## config.mk

```make
export PLATFORM = sky130hd
export DESIGN_NAME = daq_rate_switch_fsm
export DESIGN_NICKNAME = d
export VERILOG_FILES = /design/src/rtl/daq_rate_switch_fsm.sv
export SDC_FILE = /design/constraint.sdc
export NUM_CORES = 1
export LEC_CHECK = 0
export ABC_AREA = 1
export CORE_ASPECT_RATIO = 1.1
export CORE_MARGIN = 2
export CORE_UTILIZATION = 30
export DETAILED_ROUTE_END_ITERATION = 6
export PLACE_DENSITY = 0.55
export SYNTH_ARGS = -nofsm -noshare
export SYNTH_HDL_FRONTEND = slang
export SYNTH_SLANG_ARGS = --single-unit
export TNS_END_PERCENT = 5
```

## constraint.sdc

```tcl
create_clock -name CLK -period 3.2 [get_ports CLK]
set_input_delay 0.64 -clock CLK [delete_from_list [all_inputs] [get_ports CLK]]
set_output_delay 0.64 -clock CLK [all_outputs]
set_load 0.02 [all_outputs]
```

## src/rtl/daq_rate_switch_fsm.sv

```systemverilog
// daq_rate_switch_fsm: table-driven line-rate switch sequencer with hold counters and timeout/retry supervision
module daq_rate_switch_fsm #(
  parameter int NUM_RATES = 2,
  parameter int RESET_RATE = 1,
  parameter logic [3*NUM_RATES-1:0] CLK_SEL_TABLE = 6'b001_000,
  parameter logic [2*NUM_RATES-1:0] RATE_SEL_TABLE = 4'b11_10,
  parameter logic [NUM_RATES-1:0] WRDCLK_TABLE = 2'b10,
  parameter int WRDCLK_HOLD = 4,
  parameter int PCSRST_CYCLES = 4,
  parameter int TIMEOUT = 1023,
  parameter int MAX_RETRY = 2,
  localparam int RW = (NUM_RATES > 2) ? $clog2(NUM_RATES) : 1
) (
  input  logic          CLK,
  input  logic          RST_N,
  input  logic [RW-1:0] RATE_REQ,
  input  logic          CLR_FAULT,
  input  logic          TXRATEDONE,
  input  logic          CDV_DONE,
  output logic [2:0]    CLK_SEL,
  output logic [1:0]    RATE_SEL,
  output logic          WRDCLKSEL,
  output logic          CDV_INIT,
  output logic          PCSRST,
  output logic [RW-1:0] CUR_RATE,
  output logic          LOCKED,
  output logic          FAULT,
  output logic [2:0]    RETRY_CNT,
  output logic [2:0]    STATE
);
  typedef enum logic [2:0] {
    S_LOCKED = 3'd0, S_REFCLK = 3'd1, S_WRDCLK = 3'd2,
    S_RSTCDV = 3'd3, S_RSTPCS = 3'd4, S_FAULT = 3'd5
  } state_t;
  localparam logic [RW-1:0] RST_RATE = RW'(RESET_RATE);
  state_t st, nxt;
  logic [RW-1:0] req_q, tgt, nxt_tgt, nxt_cur, sel;
  logic [15:0] cnt;
  logic [2:0] nxt_retry;
  logic req_ok, restart, can_retry;
  assign req_ok = 32'(req_q) < NUM_RATES;
  assign can_retry = RETRY_CNT < 3'(MAX_RETRY);
  assign STATE = st;
  // REFCLK and RSTCDV share the wait/timeout path; only the awaited done input differs
  always_comb begin
    nxt = st;
    nxt_tgt = tgt;
    nxt_cur = CUR_RATE;
    nxt_retry = RETRY_CNT;
    restart = 1'b0;
    case (st)
      S_LOCKED: if (req_ok && req_q != CUR_RATE) begin
        nxt = S_REFCLK;
        nxt_tgt = req_q;
        nxt_retry = '0;
      end
      S_REFCLK, S_RSTCDV:
        if (st == S_REFCLK ? TXRATEDONE : CDV_DONE) nxt = (st == S_REFCLK) ? S_WRDCLK : S_RSTPCS;
        else if (cnt == 16'(TIMEOUT)) begin
          restart = 1'b1;
          nxt = can_retry ? S_REFCLK : S_FAULT;
          nxt_retry = can_retry ? RETRY_CNT + 3'd1 : RETRY_CNT;
        end
      S_WRDCLK: if (cnt == 16'(WRDCLK_HOLD - 1)) nxt = S_RSTCDV;
      S_RSTPCS: if (cnt == 16'(PCSRST_CYCLES - 1)) begin
        nxt = S_LOCKED;
        nxt_cur = tgt;
      end
      S_FAULT: if (CLR_FAULT || (req_ok && req_q != tgt)) begin
        nxt = S_REFCLK;
        nxt_retry = '0;
        nxt_tgt = CLR_FAULT ? tgt : req_q;
      end
      default: nxt = S_LOCKED;
    endcase
  end
  // Outputs are decoded from the next state so they line up with the state's first cycle
  assign sel = (nxt == S_LOCKED) ? nxt_cur : nxt_tgt;
  always_ff @(posedge CLK or negedge RST_N)
    if (!RST_N) begin
      st <= S_LOCKED;
      req_q <= RST_RATE;
      tgt <= RST_RATE;
      CUR_RATE <= RST_RATE;
      RETRY_CNT <= '0;
      cnt <= '0;
      CLK_SEL <= CLK_SEL_TABLE[3*RESET_RATE +: 3];
      RATE_SEL <= RATE_SEL_TABLE[2*RESET_RATE +: 2];
      WRDCLKSEL <= WRDCLK_TABLE[RESET_RATE];
      CDV_INIT <= 1'b1;
      PCSRST <= 1'b0;
      LOCKED <= 1'b1;
      FAULT <= 1'b0;
    end else begin
      st <= nxt;
      req_q <= RATE_REQ;
      tgt <= nxt_tgt;
      CUR_RATE <= nxt_cur;
      RETRY_CNT <= nxt_retry;
      cnt <= (nxt != st || restart) ? '0 : cnt + 16'd1;
      CLK_SEL <= CLK_SEL_TABLE[3*sel +: 3];
      RATE_SEL <= RATE_SEL_TABLE[2*sel +: 2];
      WRDCLKSEL <= (nxt != S_REFCLK) && WRDCLK_TABLE[sel];
      CDV_INIT <= nxt inside {S_REFCLK, S_WRDCLK};
      PCSRST <= nxt == S_RSTPCS;
      LOCKED <= nxt == S_LOCKED;
      FAULT <= nxt == S_FAULT;
    end
endmodule

```

==> flow_summary_export.csv, run 1 <==
group,metric,value,unit
logic_synthesis,postSynthCellCount,222,
power_and_ir_drop,totalPowerFinal,1.808,mW
timing,final_slew_viol_count,0,
floorplan,coreArea,6118,µm²
timing,achievable-frequency,475.4,MHz
drt,route.antenna.remaining_nets,0,
power_and_ir_drop,ir_worst_vdd,0.4618,mV
floorplan,die_w,79.54,µm
timing,summed_negative_setup_slack_over_all_endpoints,0,ns
timing,finalCriticalPeriod,2.103,ns
logic_synthesis,yosysTopAreaCell,"sky130_fd_sc_hd__dfrtp_1",
timing,max_slew.worst_pin.slew,0.6379,ns
timing,report.final.hold_viol_count,0,
drt,detailroute.via_count,1420,
setup_path,cp.buffers_inverters,1,
setup_path,cp_cell_sequence,"clkdlybuf4s50_1",
setup_path,path_max_fanout,4,
cts,cts_buffer_depth,2,
floorplan,start_util,30.78,%
timing,setup_viol,0,
logic_synthesis,ys_ff_latch,31,
placement,placement.setup.worst_slack,0.8596,ns
logic_synthesis,synth_top_cells_by_area,"sky130_fd_sc_hd__dfrtp_1 (32%), sky130_fd_sc_hd__dfstp_2 (9.8%), sky130_fd_sc_hd__nand2_1 (8.0%), sky130_fd_sc_hd__nor3_2 (6.9%), sky130_fd_sc_hd__inv_1 (6.4%)",
floorplan,die_area,6928,µm²
drt,post-route-drc-count,0,
logic_synthesis,synth_top_area_share,31.89,%
timing,final_min_period_over_clock_period,65.73,%
logic_synthesis,synth_enable_flop_cells,0,
cts,htreeDepth,2,
cts,cts.sinks,31,
drt,vias_per_cell,4.369,
power_and_ir_drop,power.sequential.fraction,31.8,%
setup_path,critical_path.max_stage_delay,0.61,ns
logic_synthesis,postSynth.asyncResetShare,100.0,%
drt,wl,3.738,mm
grt,grt_use_total,12.04,%
drt,routedWlPerCell,11.50,µm
timing,timing.max_slew.rel_slack,57.38,%
setup_path,critical_path_s_top_delay_family,"buffers and inverters",
logic_synthesis,seq_area_frac_synth,41.66,%
worst_hold_path,holdCritPathClass,"reg -> reg",
setup_path,worstSetupPathType,"reg -> out",
drt,initialDrtViolationCount,63,
power_and_ir_drop,switching_power_of_the_nets,837.2,µW
grt,grt_antenna_before_repair,0,
final_layout,drive_gt1_share,22.04,%
logic_synthesis,synth_flop_cell,"sky130_fd_sc_hd__dfrtp_1",
logic_synthesis,syn_area,1883,µm²
logic_synthesis,synth_area_per_cell,8.482,µm²
power_and_ir_drop,power_per_cell_area,815.4,nW/µm²
floorplan,vertical_die_dimension,87.10,µm
grt,globalRouteOverflowTotal,0,
cts,post_cts_setup_buffers,0,
placement,port_buffers,19,
cts,clock_tree.root_cell,"sky130_fd_sc_hd__clkbuf_8",
final_layout,finalNetCount,252,
cts,cts-buffers-inserted,5,
cts,clk_latency,0.29,ns
power_and_ir_drop,combPwrFrac,50.7,%
placement,gp_congestion,0.8021,
grt,grt_pass1_vias,1450,
cts,cts.hold.buffers_added,0,
setup_path,critPathArrivalTime,1.46,ns
logic_synthesis,synth_top_cells_by_count,"sky130_fd_sc_hd__nand2_1 (40), sky130_fd_sc_hd__inv_1 (32), sky130_fd_sc_hd__dfrtp_1 (24)",
logic_synthesis,synth.lib_cells_used.distinct,33,
grt,first_pass_grt_wire_length,6.417,mm
power_and_ir_drop,leakage,0.9505,nW
setup_path,worst_path_max_delay_cell,"sky130_fd_sc_hd__clkdlybuf4s50_1",
final_layout,n_fill_cell,643,
power_and_ir_drop,power.internal,970.7,µW
power_and_ir_drop,power.clock.fraction,17.6,%
cts,post_cts_repair_resize_count,0,
placement,dp_hpwl,2.749,mm
power_and_ir_drop,sw_frac_of_total,46.31,%
setup_path,crit_path_end_kind,"output pin",
final_layout,antenna_cells_inserted,0,
cts,path_clk_slew,0.07,ns
timing,setup_repair_after_global_routing_missed_its_margin,"false",
grt,grt_max_degree,32,
timing,finClkSkew,0.003851,ns
timing,final_worst_setup_slack,1.097,ns
logic_synthesis,synth_most_common_cell,"sky130_fd_sc_hd__nand2_1",
setup_path,critPathLaunchType,"flip-flop",
cts,cts_tree,"yes",
logic_synthesis,ys.warnings.count,0,
run_status,status,"complete, no violations",
drt,drt_pass1_iterations,4,
floorplan,io-pin-count,23,
run,cap_violations,0,
floorplan,rows,30,
final_layout,area_delta_synth_final,17.74,%
setup_path,cp.required,2.56,ns
[flip-flops by register name, indices dropped and copies added (netlist names)]
| name | flops |
|---|---|
| STATE | 3 |
| RATE_SEL | 1 |
| PCSRST | 1 |
| WRDCLKSEL | 1 |
| CDV_INIT | 1 |
| CUR_RATE | 1 |
| LOCKED | 1 |
| tgt | 1 |
| cnt | 16 |
| RETRY_CNT | 3 |
| req_q | 1 |
| FAULT | 1 |
[layout by cell type (no fill, tap or decap)]
master and count:
sky130_fd_sc_hd__xor2_1 12, sky130_fd_sc_hd__nand3b_1 1, sky130_fd_sc_hd__o21bai_1 2, sky130_fd_sc_hd__nand3_1 11, sky130_fd_sc_hd__clkbuf_8 5, sky130_fd_sc_hd__o21ai_2 1, sky130_fd_sc_hd__nand3_4 1, sky130_fd_sc_hd__conb_1 3
sky130_fd_sc_hd__dfstp_2 7, sky130_fd_sc_hd__nand4_1 5, sky130_fd_sc_hd__nand3_2 4, sky130_fd_sc_hd__nor2_2 2, sky130_fd_sc_hd__buf_4 1, sky130_fd_sc_hd__nor2_1 19, sky130_fd_sc_hd__a21oi_1 1, sky130_fd_sc_hd__inv_4 1
sky130_fd_sc_hd__nor2_4 2, sky130_fd_sc_hd__nor4_1 1, sky130_fd_sc_hd__inv_1 32, sky130_fd_sc_hd__clkinv_2 1, sky130_fd_sc_hd__o21ai_1 1, sky130_fd_sc_hd__nand2_2 6, sky130_fd_sc_hd__clkinvlp_4 2, sky130_fd_sc_hd__ha_1 2
sky130_fd_sc_hd__nand2_1 40, sky130_fd_sc_hd__nor3_2 13, sky130_fd_sc_hd__inv_2 5, sky130_fd_sc_hd__clkdlybuf4s50_1 19, sky130_fd_sc_hd__or2_2 1, sky130_fd_sc_hd__nor3_1 11, sky130_fd_sc_hd__dfrtp_1 24, sky130_fd_sc_hd__a21oi_4 2
sky130_fd_sc_hd__xnor2_1 3, sky130_fd_sc_hd__o21ai_0 3, sky130_fd_sc_hd__o32ai_1 1
[power by group through the flow]
stage | clock network, mW | logic, mW | registers, mW
after floorplan | 0 | 0.646 | 0.649
after global placement | 0 | 0.924 | 0.584
after detailed placement | 0 | 0.935 | 0.580
after CTS | 0.324 | 0.944 | 0.576
after global routing | 0.342 | 1.02 | 0.583
final | 0.317 | 0.916 | 0.574
[stage by stage]
stage	std cells	area [µm²]	hold slack (ns)	utilization (%)
after global routing	325	2217	0.5645	36.24
after floorplan	223	1887	0.3444	-
after global placement	317	2128	0.5186	34.79
after CTS	325	2217	0.5325	36.24
final	325	2217	0.5269	36.24
after detailed placement	317	2128	0.5228	34.79
[path summary, 6_finish.rpt]
kind	from	endpoint	slack, ns	cells past startpoint
hold / removal	cnt[0]	cnt[0]	0.53	1
setup reg to reg	cnt[0]	cnt[1]	1.14	8
min in group asynchronous	RST_N	cnt[12]	0.75	2
hold reg to reg	cnt[0]	cnt[0]	0.53	1
setup / recovery	CUR_RATE	CUR_RATE	1.10	1
max in group asynchronous	RST_N	CDV_INIT	2.13	2
[per-layer routing]
layer / vias up / GRT usage (%) / part of all wire [%]
li1: 738 / - / -
met1: 653 / 13.61 / 46
met2: 23 / 21.39 / 49
met3: 6 / 3.631 / 3.7
met4: 0 / 4.232 / 1.5
met5: - / 0 / 0
[cells by family (layout without fill, tap and decap cells)]
family                     count (synthesis)  after routing  share of synthesized area (%)
and+or+nand+nor                          117            117                          34.15
buffers and inverters                     44             66                          10.70
DFF                                       31             31                          41.66
xor gates and xnor gates                  15             15                          6.977
AOI/OAI and AO/OA                         11             11                          4.783
adders and majority gates                  2              2                          1.329
other                                      2              3                         0.3988
[area by class of cell]
type	count	area, µm²	area share [%]
well taps	80	100.1	4.515
repair buffers	20	197.7	8.916
clock inverters	3	20.02	0.9029
flip-flops and latches	31	784.5	35.38
inverters	38	145.1	6.546
clock buffers	5	68.82	3.104
multi-input cells	148	900.9	40.63
Power figures use the tool's default switching activity.
==> run 2, diff against run 1 <==
clock period = 2 ns   (was 3.2 ns; I/O delays follow)
==> run 2 against run 1 <==
  * Clock power rose by 61%
  * Register-to-register slack got worse by 0.93 ns
  * First-iteration DRC count decreased by 13%
  * Worst hold slack worse by 0.017 ns
  * Clock-buffer cell count increased by 2
  * Final cell count up 2.5%
==> flow_summary_export.csv, run 2 (same netlist as run 1, synthesis figures left out) <==
group,metric,value,unit
final_layout,drive_gt1_share,24.90,%
setup_path,critPathArrivalTime,1.45,ns
floorplan,vertical_die_dimension,87.10,µm
power_and_ir_drop,ir_worst_vdd,0.7968,mV
setup_path,timing.rr.start,"cnt[0]",
timing,achievable-frequency,540.8,MHz
power_and_ir_drop,leakage,1.003,nW
timing,finalHoldWorstSlack,0.5095,ns
final_layout,finalNetCount,260,
setup_path,critPathLaunchType,"flip-flop",
grt,globalRouteOverflowTotal,0,
power_and_ir_drop,totalPowerFinal,3.211,mW
timing,summed_negative_setup_slack_over_all_endpoints,0,ns
setup_path,worstSetupPathType,"reg -> out",
final_layout,area_delta_synth_final,22.66,%
grt,grt_antenna_before_repair,0,
worst_hold_path,holdCritPathClass,"in -> async",
cts,cts_tree,"yes",
setup_path,crit_start,"CUR_RATE",
grt,first_pass_grt_wire_length,7.031,mm
cts,cts-buffers-inserted,5,
drt,vias_per_cell,4.396,
setup_path,critical_path.max_stage_delay,0.61,ns
drt,post-route-drc-count,0,
setup_path,cp.buffers_inverters,1,
grt,grt_max_degree,32,
final_layout,highest_count_cells_in_the_layout_ignoring_fill_and_taps,"sky130_fd_sc_hd__nand2_1 (40), sky130_fd_sc_hd__inv_1 (32), sky130_fd_sc_hd__dfrtp_1 (24), sky130_fd_sc_hd__clkdlybuf4s50_1 (19), sky130_fd_sc_hd__nor2_1 (18)",
cts,clock_tree.root_cell,"sky130_fd_sc_hd__clkbuf_8",
drt,route.antenna.remaining_nets,0,
drt,routedWlPerCell,11.45,µm
drt,initialDrtViolationCount,55,
setup_path,worst_path_max_delay_cell,"sky130_fd_sc_hd__clkdlybuf4s50_1",
drt,detailroute.via_count,1464,
setup_path,crit_path_end_kind,"output pin",
power_and_ir_drop,power_per_cell_area,1390,nW/µm²
cts,cts.hold.buffers_added,0,
final_layout,non_filler_cell_area_final,2310,µm²
floorplan,coreArea,6118,µm²
cts,cts_buffer_depth,2,
run,cap_violations,0,
cts,cts.sinks,31,
floorplan,die_w,79.54,µm
grt,grt_pass1_vias,1526,
floorplan,io-pin-count,23,
timing,setup_repair_after_global_routing_missed_its_margin,"false",
setup_path,path_max_fanout,4,
setup_path,critical_path_s_top_delay_family,"buffers and inverters",
final_layout,largest_reg_flops,16,
timing,finClkSkew,0.008062,ns
timing,report.final.hold_viol_count,0,
timing,final_min_period_over_clock_period,92.45,%
placement,port_buffers,19,
drt,wl,3.814,mm
floorplan,start_util,30.78,%
placement,dp_hpwl,2.861,mm
setup_path,cp_cell_sequence,"clkdlybuf4s50_1",
timing,finalCriticalPeriod,1.849,ns
cts,clk_latency,0.29,ns
cts,htreeDepth,2,
setup_path,cp.required,1.60,ns
final_layout,max_flop_register,"cnt",
final_layout,antenna_cells_inserted,0,
placement,gp_congestion,0.8224,
floorplan,die_area,6928,µm²
timing,setup_viol,0,
placement,placed_cell_areas,2178,µm²
final_layout,layout_commonest_cell,"sky130_fd_sc_hd__nand2_1",
timing,final_slew_viol_count,0,
grt,grt_use_total,13.12,%
floorplan,rows,30,
cts,path_clk_slew,0.07,ns
run_status,status,"complete, no violations",
drt,drt_pass1_iterations,4,
-- run 2: changes by cell type in the layout (fill, tap and decap cells not counted) --
cell	before	now
sky130_fd_sc_hd__buf_4	1	7
sky130_fd_sc_hd__buf_12	0	2
sky130_fd_sc_hd__clkinvlp_4	2	0
sky130_fd_sc_hd__clkbuf_1	0	1
sky130_fd_sc_hd__clkbuf_8	5	6
sky130_fd_sc_hd__ha_1	2	1
sky130_fd_sc_hd__ha_2	0	1
sky130_fd_sc_hd__nor2_1	19	18
sky130_fd_sc_hd__nor2_2	2	3
-- run 2: metrics by stage --
stage               cells  utilization, %  setup slack [ns]
global placement      322           35.60          0.007692
finish                333           37.75            0.1509
CTS                   330           37.10            0.1152
detailed placement    322           35.60          -0.05642
floorplan             223               -            0.2974
global route          333           37.75          0.005508
-- run 2: per-layer routing --
metal / part of all wire (%) / track usage, % / vias to the layer above / routed length, µm
li1: - / - / 753 / -
met1: 44 / 16.07 / 675 / 1689
met2: 50 / 21.77 / 27 / 1901
met3: 3.5 / 3.423 / 9 / 132
met4: 2.4 / 5.643 / 0 / 91
met5: 0 / 0 / - / 0
-- run 2: final timing paths --
kind                                 to  slack (ns)  depth (start not counted)
min in group CLK                  req_q        0.53                          1
max reg2reg                     cnt[11]        0.21                         11
max in group asynchronous      CUR_RATE        1.16                          2
min                             cnt[15]        0.51                          2
max                            CUR_RATE        0.15                          1
min reg2reg                RETRY_CNT[1]        0.54                          2
-- run 2: what timing repair did --
| item | in CTS | in global routing |
|---|---|---|
| endpoints found under the hold margin | 0 | 0 |
| gates resized for setup | 0 | 2 |
| setup endpoints to repair | 0 | 10 |
| setup buffers | 0 | 3 |
-- run 2: power breakdown --
| group | switching [mW] | internal, mW |
|---|---|---|
| logic | 1.04 | 0.747 |
| clock network | 0.232 | 0.277 |
| registers | 0.109 | 0.809 |
| total | 1.38 | 1.83 |
-- run 2: layout make-up --
type / count / area, µm²
Inverter: 38 / 145.1
Fill cell: 624 / 3809
Timing Repair Buffer: 28 / 282.8
Multi-Input combinational cell: 148 / 905.9
Clock buffer: 7 / 86.33
Sequential cell: 31 / 784.5
Clock inverter: 1 / 5.005
Tap cell: 80 / 100.1
